## config.mk

```make
export PLATFORM = sky130hd
export DESIGN_NAME = ram_burst_ctrl
export DESIGN_NICKNAME = d
export VERILOG_FILES = /design/src/rtl/ram_burst_ctrl.sv
export SDC_FILE = /design/constraint.sdc
export NUM_CORES = 1
export LEC_CHECK = 0
export CAP_MARGIN = 5
export CELL_PAD_IN_SITES_DETAIL_PLACEMENT = 1
export CELL_PAD_IN_SITES_GLOBAL_PLACEMENT = 2
export CORE_MARGIN = 8
export CORE_UTILIZATION = 26
export CTS_CLUSTER_DIAMETER = 80
export DETAILED_ROUTE_END_ITERATION = 8
export PLACE_DENSITY_LB_ADDON = 0.1
export SETUP_SLACK_MARGIN = 0.5
export SLEW_MARGIN = 15
export SYNTH_ARGS = -nofsm -noshare
export SYNTH_HDL_FRONTEND = slang
export SYNTH_SLANG_ARGS = --single-unit
```

## constraint.sdc

```tcl
create_clock -name i_clk_ctrl -period 5.15 [get_ports i_clk_ctrl]
set_clock_uncertainty 0.15 [all_clocks]
set_input_delay 0.7725 -clock i_clk_ctrl [delete_from_list [all_inputs] [get_ports i_clk_ctrl]]
set_output_delay 0.7725 -clock i_clk_ctrl [all_outputs]
set_load 0.005 [all_outputs]
```

## src/rtl/ram_burst_ctrl.sv

```systemverilog
// ram_burst_ctrl
//   Burst command sequencer in front of a single-port RAM. A write or read
//   burst command is taken over a valid/ready handshake. The block then drives
//   one RAM beat per cycle on registered pins, and returns read data as a
//   valid-qualified stream with no backpressure.
//
// Ports
//   i_clk_ctrl / i_rst_ctrl       clock, synchronous active-high reset
//   i_cmd_valid / o_cmd_ready     command handshake (ready only while idle)
//   i_cmd_wr, i_cmd_addr, i_cmd_len
//                                 burst type, start address, beats minus one
//   i_wdata / i_wvalid / o_wready write beat stream
//   o_rdata / o_rvalid            read beat stream
//   o_busy, o_done                burst in progress, last-beat pulse
//   o_addr_ram, o_wdata_ram, o_en_ram, o_we_ram, o_re_ram, i_rdata_ram
//                                 RAM pins
module ram_burst_ctrl #(
  parameter int DATA_WIDTH = 8,
  parameter int ADDR_WIDTH = 4,
  parameter int RD_LATENCY = 1
) (
  input  logic                  i_clk_ctrl,
  input  logic                  i_rst_ctrl,
  input  logic                  i_cmd_valid,
  output logic                  o_cmd_ready,
  input  logic                  i_cmd_wr,
  input  logic [ADDR_WIDTH-1:0] i_cmd_addr,
  input  logic [ADDR_WIDTH-1:0] i_cmd_len,
  input  logic [DATA_WIDTH-1:0] i_wdata,
  input  logic                  i_wvalid,
  output logic                  o_wready,
  output logic [DATA_WIDTH-1:0] o_rdata,
  output logic                  o_rvalid,
  output logic                  o_busy,
  output logic                  o_done,
  output logic [ADDR_WIDTH-1:0] o_addr_ram,
  output logic [DATA_WIDTH-1:0] o_wdata_ram,
  output logic                  o_en_ram,
  output logic                  o_we_ram,
  output logic                  o_re_ram,
  input  logic [DATA_WIDTH-1:0] i_rdata_ram
);

  localparam logic [ADDR_WIDTH-1:0] ONE_A = ADDR_WIDTH'(1);

  // DRAIN is shared by both burst types: it holds the controller busy until
  // o_done has been shown, so o_cmd_ready rises the cycle after o_done.
  typedef enum logic [1:0] {
    S_IDLE  = 2'd0,
    S_WRITE = 2'd1,
    S_READ  = 2'd2,
    S_DRAIN = 2'd3
  } state_t;

  state_t                r_state;
  state_t                w_state_nxt;

  // r_cnt holds the beats still to be issued, minus one.
  logic [ADDR_WIDTH-1:0] r_addr;
  logic [ADDR_WIDTH-1:0] r_cnt;
  logic [ADDR_WIDTH-1:0] w_addr_nxt;
  logic [ADDR_WIDTH-1:0] w_cnt_nxt;

  logic                  w_strobe;
  logic                  w_strobe_we;
  logic [ADDR_WIDTH-1:0] w_strobe_addr;
  logic                  w_last_wr;
  logic                  w_last_rd;

  logic                  r_en_ram;
  logic                  r_we_ram;
  logic                  r_re_ram;
  logic [ADDR_WIDTH-1:0] r_addr_ram;
  logic [DATA_WIDTH-1:0] r_wdata_ram;
  logic                  r_re_last;
  logic                  r_wr_done;
  logic [RD_LATENCY-1:0] r_vpipe;
  logic [RD_LATENCY-1:0] r_lpipe;

  assign o_cmd_ready = (r_state == S_IDLE);
  assign o_busy      = ~o_cmd_ready;
  assign o_wready    = (r_state == S_WRITE);
  assign o_en_ram    = r_en_ram;
  assign o_we_ram    = r_we_ram;
  assign o_re_ram    = r_re_ram;
  assign o_addr_ram  = r_addr_ram;
  assign o_wdata_ram = r_wdata_ram;
  assign o_rvalid    = r_vpipe[RD_LATENCY-1];
  // RAM data arrives on the cycle o_rvalid is high; gate it so the stream idles at 0.
  assign o_rdata     = o_rvalid ? i_rdata_ram : '0;
  // A read burst ends when the marker that travels beside the last strobe leaves the valid pipe.
  assign o_done      = r_wr_done | r_lpipe[RD_LATENCY-1];

  // FSM state register
  always_ff @(posedge i_clk_ctrl) begin
    if (i_rst_ctrl) begin
      r_state <= S_IDLE;
    end else begin
      r_state <= w_state_nxt;
    end
  end

  // Next state, next address/count and the RAM strobe for the coming cycle
  always_comb begin
    w_state_nxt   = r_state;
    w_addr_nxt    = r_addr;
    w_cnt_nxt     = r_cnt;
    w_strobe      = 1'b0;
    w_strobe_we   = 1'b0;
    w_strobe_addr = r_addr;
    w_last_wr     = 1'b0;
    w_last_rd     = 1'b0;
    case (r_state)
      S_IDLE: begin
        if (i_cmd_valid) begin
          w_addr_nxt = i_cmd_addr;
          w_cnt_nxt  = i_cmd_len;
          if (i_cmd_wr) begin
            w_state_nxt = S_WRITE;
          end else begin
            // A read issues its first strobe straight from the accepting cycle.
            w_strobe      = 1'b1;
            w_strobe_addr = i_cmd_addr;
            w_addr_nxt    = i_cmd_addr + ONE_A;
            if (i_cmd_len == '0) begin
              w_last_rd   = 1'b1;
              w_state_nxt = S_DRAIN;
            end else begin
              w_cnt_nxt   = i_cmd_len - ONE_A;
              w_state_nxt = S_READ;
            end
          end
        end else begin
          w_state_nxt = S_IDLE;
        end
      end
      S_WRITE: begin
        if (i_wvalid) begin
          w_strobe    = 1'b1;
          w_strobe_we = 1'b1;
          w_addr_nxt  = r_addr + ONE_A;
          if (r_cnt == '0) begin
            w_last_wr   = 1'b1;
            w_state_nxt = S_DRAIN;
          end else begin
            w_cnt_nxt   = r_cnt - ONE_A;
          end
        end else begin
          w_state_nxt = S_WRITE;
        end
      end
      S_READ: begin
        w_strobe   = 1'b1;
        w_addr_nxt = r_addr + ONE_A;
        if (r_cnt == '0) begin
          w_last_rd   = 1'b1;
          w_state_nxt = S_DRAIN;
        end else begin
          w_cnt_nxt   = r_cnt - ONE_A;
        end
      end
      S_DRAIN: begin
        if (o_done) begin
          w_state_nxt = S_IDLE;
        end else begin
          w_state_nxt = S_DRAIN;
        end
      end
      default: begin
        w_state_nxt = S_IDLE;
      end
    endcase
  end

  // Datapath: address/count, registered RAM pins, read-valid and last-beat pipes
  always_ff @(posedge i_clk_ctrl) begin
    if (i_rst_ctrl) begin
      r_addr      <= '0;
      r_cnt       <= '0;
      r_en_ram    <= 1'b0;
      r_we_ram    <= 1'b0;
      r_re_ram    <= 1'b0;
      r_addr_ram  <= '0;
      r_wdata_ram <= '0;
      r_re_last   <= 1'b0;
      r_wr_done   <= 1'b0;
      r_vpipe     <= '0;
      r_lpipe     <= '0;
    end else begin
      r_addr    <= w_addr_nxt;
      r_cnt     <= w_cnt_nxt;
      r_en_ram  <= w_strobe;
      r_we_ram  <= w_strobe & w_strobe_we;
      r_re_ram  <= w_strobe & ~w_strobe_we;
      r_re_last <= w_last_rd;
      r_wr_done <= w_last_wr;
      // Address and write data keep their last values on idle cycles.
      if (w_strobe) begin
        r_addr_ram <= w_strobe_addr;
      end
      if (w_strobe & w_strobe_we) begin
        r_wdata_ram <= i_wdata;
      end
      r_vpipe[0] <= r_re_ram;
      r_lpipe[0] <= r_re_last;
      for (int i = 1; i < RD_LATENCY; i++) begin
        r_vpipe[i] <= r_vpipe[i-1];
        r_lpipe[i] <= r_lpipe[i-1];
      end
    end
  end

endmodule

```

==> run_results.csv <==
group,metric,value,unit
synthesis,synth.most_common_cell,"dfxtp_1",
synthesis,synth_top_area_cell,"dfxtp_1",
synthesis,synthTopCellsByCount,"dfxtp_1 (29), nand2_1 (26), a21oi_1 (14)",
synthesis,synth_area_leaders,"dfxtp_1 (37%), ha_1 (7.2%), nand2_1 (6.3%)",
synthesis,synth_compound_area_share,16.7,%
clocking,insertion_delay,0.28,ns
synthesis,yosysTopAreaCellShare,37.3,%
die,core_area,0.00585,sq mm
finish,drive_above_1_share,4.90,%
power,powerDensity,327,mW/mm^2
clocking,clockBufferDepth,2,
place,dp_hpwl,3900,microns
grt,grt_usage,11.8,%
clocking,htreeDepth,2,
clocking,clock-sinks,29,
place,place_congestion,0.712,
synthesis,ys_seq_area_share,37.3,%
routing,ant_nets,0,
routing,drc,0,
synthesis,synth_cell_types,42,
die,die_y,93.4,microns
finish,finalNetCount,282,
clocking,clkTransAtPathRegs,0.07,ns
routing,drt-wirelength-per-cell,15.8,microns
die,pin_count,57,
grt,grt_pass1_vias,1563,
min_path,holdCritPathClass,"register to register",
sta,rsz0062_at_grt,"no",
synthesis,muxShareOfSynthArea,3.86,%
power,irDropWorstVdd,0.156,mV
synthesis,synth_top_flop_cell,"dfxtp_1",
clocking,cts_buffers,5,
clocking,cts_tree,"yes",
synthesis,yosys.area_share.simple,28.4,%
synthesis,syn-cell-area,0.00156,sq mm
sta,fmax,359,MHz
sta,drv_slew,0,
grt,antenna_found_initial,0,
sta,final-hold-violation-count,0,
grt,grt_max_degree,23,
outcome,status,"complete, no violations",
die,num_rows,28,
synthesis,syn_area_per_cell,8.24,sq um
critical_path,crit_type,"primary input to output port",
grt,overflow,0,
finish,n_antenna_cell,0,
min_path,min_path_cells,1,
finish,area_delta_synth_final,48.8,%
clocking,cts_resized,0,
sta,slew-limit-headroom,42.6,%
synthesis,synth_seq_cells,29,
critical_path,crit_fanout,1,
synthesis,netlist_instances,189,
routing,drt_wl_total,5050,microns
place,placed_area,0.00218,sq mm
routing,first_pass_iters,4,
synthesis,synthAdderAreaFrac,7.23,%
synthesis,synth_edf_count,0,
place,place_inst,312,
routing,via_per_inst,4.79,
synthesis,yosys.area_share.xor_xnor,2.25,%
finish,final_cell_area,0.00232,sq mm
sta,min_period,2.78,ns
synthesis,synth_top_family_by_area,"simple AND/OR/NAND/NOR gates",
sta,setup_tns,0,ns
synthesis,ys_warn_count,0,
finish,final_cells,320,
synthesis,postSynth.asyncResetShare,0,%
die,fp.dieW,93.4,microns
clocking,postCtsSetupBuffers,0,
critical_path,cp.required,4.23,ns
routing,drt-initial-drc-count,41,
critical_path,cp-end-kind,"output port",
flow_run,drv_cap,0,
critical_path,start_kind,"primary input",
clocking,hold_buffers,0,
place,io_buffers,56,
critical_path,arrival,1.86,ns
clocking,cts-root-buf,"clkbuf_8",
sta,setup_viol,0,
die,dieArea,0.00872,sq mm
die,start_util,26.6,%
sta,tightest_slew,0.840,ns
power,leakagePower,0.867,nW
grt,grt_pass1_wl,8230,microns
power,p_total,757,uW
synthesis,synth_fp_nets,227,
critical_path,r2r_cells,5,
routing,vias,1532,
sta,period_share,54.1,%
report_power, final:
part / internal, mW / total (mW) / switching [mW]
Sequential: 0.249 / 0.269 / 0.0199
Combinational: 0.102 / 0.202 / 0.0992
Clock: 0.192 / 0.286 / 0.0936
Total: 0.544 / 0.757 / 0.213
critical path, stage by stage:
cell and delay [ns]:
clkdlybuf4s50_1 0.46, and2_1 0.13, clkdlybuf4s50_1 0.50
placed cells by master, fill, tap and decap left out, drive strengths merged, types with 2 or more instances in the layout:
cell	n
bufinv	2
clkdlybuf4s50	56
a21oi	15
nor3	5
a211oi	5
nor2b	8
nor3b	5
and2	9
nor2	11
a31oi	3
xnor2	2
inv	8
nand2	26
clkbuf	5
or2	2
ha	9
or3	3
nand3b	2
nand4b	3
xor2	2
dfxtp	29
o21ai	7
mux2i	6
nand2b	2
nor4	2
final timing paths:
check / slack (ns) / start / to
max: 2.37 / i_rdata_ram[0] / o_rdata[0]
min: 0.30 / r_re_last / r_lpipe
max reg2reg: 2.67 / r_state[0] / r_cnt[1]
min reg2reg: 0.30 / r_re_last / r_lpipe
state kept, by name, indices dropped and copies added, names as in the netlist:
register and count:
o_addr_ram 4, o_en_ram 1, o_re_ram 1, o_rvalid 1, o_wdata_ram 8, o_we_ram 1
r_addr 4, r_cnt 4, r_lpipe 1, r_re_last 1, r_state 2, r_wr_done 1
routing by layer:
layer	global-route usage (%)	part of all wire (%)	vias up
met4	3.22	1.0	0
li1	-	-	768
met3	3.29	5.9	6
met5	0	0	-
met2	19.0	45	40
met1	14.8	48	718
cells by family after synthesis:
logic type | after synthesis
flip-flops | 29
AND/OR/NAND/NOR | 83
AO/OA/AOI/OAI | 41
multiplexers | 6
adder cells (fa/ha/maj) | 9
XOR/XNOR | 4
buffers and inverters | 17
layout make-up:
type | count | area (sq um)
inverter | 8 | 30.0
fill | 701 | 3530
clock buffer | 5 | 68.8
sequential | 29 | 581
clock inverter | 3 | 65.1
timing repair buffer | 57 | 568
multi-input combinational | 143 | 911
tap | 75 | 93.8
per-stage QoR:
stage          util, %  setup slack (ns)  hold WS, ns
2_1_floorplan        -              3.06        0.264
3_3_place_gp      37.3              2.19        0.272
3_5_place_dp      37.3              2.18        0.300
4_1_cts           39.6              2.37        0.310
5_1_grt           39.6              2.29        0.326
6_report          39.6              2.37        0.301
Power figures use the tool's default switching activity.
